**config.mk**
```make
export PLATFORM = sky130hd
export DESIGN_NAME = host_bus_if
export DESIGN_NICKNAME = d
export VERILOG_FILES = /design/src/rtl/host_bus_if.sv
export SDC_FILE = /design/constraint.sdc
export NUM_CORES = 1
export LEC_CHECK = 0
export CORE_UTILIZATION = 44
export DETAILED_ROUTE_END_ITERATION = 8
export HOLD_SLACK_MARGIN = 0.06
export PLACE_DENSITY = 0.7
export SYNTH_ARGS = -nofsm -noshare
export SYNTH_HDL_FRONTEND = slang
export SYNTH_SLANG_ARGS = --single-unit
```
**constraint.sdc**
```tcl
create_clock -name clk -period 3.1 [get_ports clk]
set_input_delay 0.62 -clock clk [delete_from_list [all_inputs] [get_ports clk]]
set_output_delay 0.62 -clock clk [all_outputs]
set_load 0.01 [all_outputs]
```
**src/rtl/host_bus_if.sv**
```systemverilog
// host_bus_if: host bus front end - synchronises the async 8-bit host bus,
// emits one read/write strobe per chip-select assertion, pairs high/low byte
// writes into 16-bit words and returns register read data.
// Ports:
//   clk, reset_n_i                 clock, async active-low reset
//   bus_cs_n_i .. bus_data_i       raw asynchronous host bus inputs
//   bus_data_o                     registered read data byte back to the host
//   write_strobe_o, read_strobe_o  one-cycle access pulses
//   reg_num_o, bytesel_o,
//   data_byte_o                    captured access fields, held until next access
//   word_write_o, word_data_o      one-cycle pulse + held word for a completed byte pair
//   reg_rd_data_i                  register-file read value for reg_num_o
module host_bus_if #(
    parameter int SYNC_STAGES = 2
) (
    input  logic        clk,
    input  logic        reset_n_i,
    input  logic        bus_cs_n_i,
    input  logic        bus_rd_nwr_i,
    input  logic        bus_bytesel_i,
    input  logic [3:0]  bus_reg_num_i,
    input  logic [7:0]  bus_data_i,
    output logic [7:0]  bus_data_o,
    output logic        write_strobe_o,
    output logic        read_strobe_o,
    output logic [3:0]  reg_num_o,
    output logic        bytesel_o,
    output logic [7:0]  data_byte_o,
    output logic        word_write_o,
    output logic [15:0] word_data_o,
    input  logic [15:0] reg_rd_data_i
);
    localparam logic [14:0] SYNC_RST = 15'h4000;

    logic [SYNC_STAGES-1:0][14:0] r_sync;
    logic [SYNC_STAGES-1:0]       r_live;
    logic                         r_cs_prev;
    logic                         r_hi_valid;
    logic [3:0]                   r_hi_reg;
    logic [7:0]                   r_hi_byte;
    logic [15:0]                  r_rd_hold;
    logic                         r_rd_pend;

    logic [14:0] w_bus_in;
    logic [14:0] w_last;
    logic        w_cs_n;
    logic        w_rd;
    logic        w_bs;
    logic [3:0]  w_reg;
    logic [7:0]  w_dat;
    logic        w_event;
    logic        w_word;

    assign w_bus_in = {bus_cs_n_i, bus_rd_nwr_i, bus_bytesel_i, bus_reg_num_i, bus_data_i};
    assign w_last   = r_sync[SYNC_STAGES-1];
    assign w_cs_n   = w_last[14];
    assign w_rd     = w_last[13];
    assign w_bs     = w_last[12];
    assign w_reg    = w_last[11:8];
    assign w_dat    = w_last[7:0];
    assign w_event  = r_cs_prev & ~w_cs_n;
    assign w_word   = w_event & ~w_rd & w_bs & r_hi_valid & (r_hi_reg == w_reg);

    // r_live marks sync stages holding real post-reset samples; cs_prev only
    // counts a high that was genuinely sampled, so the reset value of the cs
    // chain can never masquerade as a falling edge.
    always_ff @(posedge clk or negedge reset_n_i) begin
        if (!reset_n_i) begin
            r_sync         <= {SYNC_STAGES{SYNC_RST}};
            r_live         <= '0;
            r_cs_prev      <= 1'b0;
            r_hi_valid     <= 1'b0;
            r_hi_reg       <= '0;
            r_hi_byte      <= '0;
            r_rd_hold      <= '0;
            r_rd_pend      <= 1'b0;
            bus_data_o     <= '0;
            write_strobe_o <= 1'b0;
            read_strobe_o  <= 1'b0;
            reg_num_o      <= '0;
            bytesel_o      <= 1'b0;
            data_byte_o    <= '0;
            word_write_o   <= 1'b0;
            word_data_o    <= '0;
        end else begin
            r_sync         <= {r_sync[SYNC_STAGES-2:0], w_bus_in};
            r_live         <= {r_live[SYNC_STAGES-2:0], 1'b1};
            r_cs_prev      <= r_live[SYNC_STAGES-1] & w_cs_n;
            write_strobe_o <= w_event & ~w_rd;
            read_strobe_o  <= w_event & w_rd;
            word_write_o   <= w_word;
            r_rd_pend      <= read_strobe_o;
            if (w_event) begin
                reg_num_o   <= w_reg;
                bytesel_o   <= w_bs;
                data_byte_o <= w_dat;
            end
            if (w_word)
                word_data_o <= {r_hi_byte, w_dat};
            if (w_event && !w_rd) begin
                r_hi_valid <= ~w_bs;
                if (!w_bs) begin
                    r_hi_reg  <= w_reg;
                    r_hi_byte <= w_dat;
                end
            end
            if (read_strobe_o)
                r_rd_hold <= reg_rd_data_i;
            if (r_rd_pend)
                bus_data_o <= bytesel_o ? r_rd_hold[7:0] : r_rd_hold[15:8];
        end
    end
endmodule

```
==> reports/results.tsv <==
stage	metric	value	unit
run_status	status	complete, no violations	
worst_setup_path	slowest_stage	dfrtp_1	
clocking	hold_buffers	0	
clocking	cts-buffers-inserted	9	
sta	timing.slew.headroom	0.627	
floorplan	chipHeight	92.0	um
logic_synthesis	synth_cell_types	23	
layout	multi_input_comb_area	932	um^2
logic_synthesis	ys_seq_area_frac	0.725	
clocking	cts.repair.resized	0	
sta	rsz0062_at_grt	no	
power	power_density	619	nW/um^2
worst_setup_path	reg2regPathDepth	4	
logic_synthesis	synth_nets	243	
clocking	cts_sinks	103	
worst_setup_path	cp_num_buf_inv	1	
global_route	grt_max_degree	60	
sta	tns	0	ns
logic_synthesis	synth_area	3560	um^2
clocking	root_buffer	clkbuf_8	
worst_setup_path	crit_arrival	1.67	ns
worst_setup_path	crit_fanout	10	
sta	skew	0.00892	ns
layout	drive_above_1_share	0.283	
layout	top_regs	r_rd_hold: 16 flops, word_data_o: 16 flops	
clocking	clkLatencyLatePin	0.37	ns
clocking	cts_setup_buffers	0	
floorplan	fp.coreArea	7770	um^2
route	wl	5560	um
worst_setup_path	max_stage_delay	0.67	ns
layout	nNetsFinal	321	
layout	fillers	606	
floorplan	die_area	8460	um^2
route	dr.pass1.iters	2	
sta	setup-violations-final	0	
clocking	cts_tree	yes	
power	ir_worst_vdd	372	uV
global_route	gr-total-overflow	0	
flow_run	drv_cap	0	
clocking	htree_levels	3	
hold_path	min_path_type	primary input to asynchronous set/reset pin	
sta	hold_violations	0	
logic_synthesis	yosysWarningCount	0	
worst_setup_path	cp_cell_sequence	clkdlybuf4s50_1	
layout	register_area	2580	um^2
power	p_leak	2.07	nW
worst_setup_path	worstPathRequired	2.48	ns
global_route	antenna_found_initial	0	
worst_setup_path	rrSetupSlack	1.20	ns
route	drcViolationCount	0	
floorplan	ios	73	
logic_synthesis	syn_area_per_cell	17.0	um^2
route	avgRoutedWirePerCell	14.1	um
worst_setup_path	rr_endpoint	word_data_o[6]$_DFFE_PN0P_	
worst_setup_path	critPathLaunchType	flop	
layout	area_growth	29.0	%
global_route	grt_usage	0.150	
route	dr.first_iter.drc_count	57	
placed_design	port_buffers	72	
placed_design	hpwl	3680	um
layout	insertedDiodeCount	0	
worst_setup_path	cp-end-kind	output port	
logic_synthesis	syn_inst	210	
clocking	clkTransAtPathRegs	0.10	ns
sta	min_period	2.29	ns
sta	finalCritPeriodShare	0.738	
worst_setup_path	cp_top_family	flip-flops	
sta	fmaxAchievable	437	MHz
power	power	2.84	mW
sta	tightest_slew	0.559	ns
route	viasPerCell	4.68	
route	vias	1849	
global_route	grt_pass1_wl	9510	um
layout	post-route-util	0.591	
global_route	grt_pass1_vias	1926	
clocking	cts_buffer_depth	2	
floorplan	die_w	92.0	um
worst_setup_path	worstSetupStartpoint	bytesel_o$_DFFE_PN0N_	
route	drtAntennaViolNets	0	
placed_design	place.gp.congestion	0.704	
floorplan	start_util	0.458	
floorplan	fp-row-count	32	
worst_setup_path	path_class	flop to output port	
worst_setup_path	reg2reg_from	w_last[9]$_DFF_PN0_	
sta	finalMaxSlewViolations	0	
logic_synthesis	yosys_register_bits	103	
cells in the mapped netlist:
library cell    n  area [um^2]
a21oi_1         8         40.0
and2_1          1         6.26
buf_1           1         3.75
buf_2           1         5.00
buf_4           1         7.51
buf_6           1         11.3
clkbuf_1        5         18.8
conb_1          1         3.75
dfrtp_1       101         2530
dfstp_2         2         52.6
inv_1           2         7.51
mux2_2         48          541
mux2_4          9          135
mux2i_1         8         80.1
nand2_1         1         3.75
nand2b_1        2         12.5
nand3_2         1         10.0
nor2_1         10         37.5
nor3_1          1         5.00
nor4_2          1         12.5
o21ai_0         1         5.00
xnor2_1         1         8.76
xor2_1          3         26.3
cell type report:
class / count / share of cell area
well taps: 102 / 0.0278
inverters: 2 / 0.00163
clock inverters: 7 / 0.0136
flip-flops and latches: 103 / 0.562
multi-input cells: 96 / 0.203
repair buffers: 76 / 0.166
clock buffers: 9 / 0.0270
kinds of logic after synthesis:
| family | Yosys count | share of synthesized area |
|---|---|---|
| AND/OR/NAND/NOR | 17 | 0.0246 |
| multiplexers | 65 | 0.212 |
| XOR/XNOR | 4 | 0.00984 |
| flip-flops | 103 | 0.725 |
| AO/OA/AOI/OAI | 9 | 0.0126 |
| buffers and inverters | 11 | 0.0151 |
| other | 1 | 0.00105 |
routing by layer:
layer  vias to the layer above  GRT usage  wire length (um)
met5                         -          0                 0
met4                         0     0.0703               103
met3                        11     0.0456               223
met2                        41      0.234              2740
met1                       930      0.193              2490
li1                        867          -                 -
per-stage QoR:
step | cells | hold WS [ns] | setup WS, ns | instance area, um^2
6_report | 395 | 0.245 | 0.813 | 4590
3_3_place_gp | 379 | 0.332 | 1.20 | 4410
3_5_place_dp | 379 | 0.335 | 1.18 | 4410
4_1_cts | 395 | 0.243 | 0.768 | 4590
2_1_floorplan | 210 | 0.324 | 1.47 | 3560
5_1_grt | 395 | 0.262 | 0.727 | 4590
cells in the final DEF, fill, tap and decap left out, types with 2 or more instances in the layout:
master           count
nor2_1              10
clkdlybuf4s50_1     71
buf_4                4
clkinv_4             3
mux2i_1              8
dfrtp_1            101
inv_6                2
inv_1                2
clkbuf_8             9
a21oi_1              8
xor2_1               3
mux2_2              48
dfstp_2              2
nand2b_1             2
mux2_4               9
where the power goes:
group	total (mW)	internal [mW]	switching, mW
Combinational	0.442	0.285	0.157
Sequential	1.62	1.52	0.101
Clock	0.782	0.307	0.475
worst max path at each step:
stage                     slack [ns]  cells after the start                          end
after global placement          1.20                      1                    bytesel_o
final                           0.81                      1                    bytesel_o
after floorplan                 1.47                      5  word_data_o[10]$_DFFE_PN0P_
after global routing            0.73                      1                    bytesel_o
after detailed placement        1.18                      4  word_data_o[14]$_DFFE_PN0P_
after CTS                       0.77                      1                    bytesel_o
(Power assumes the default switching activity.)
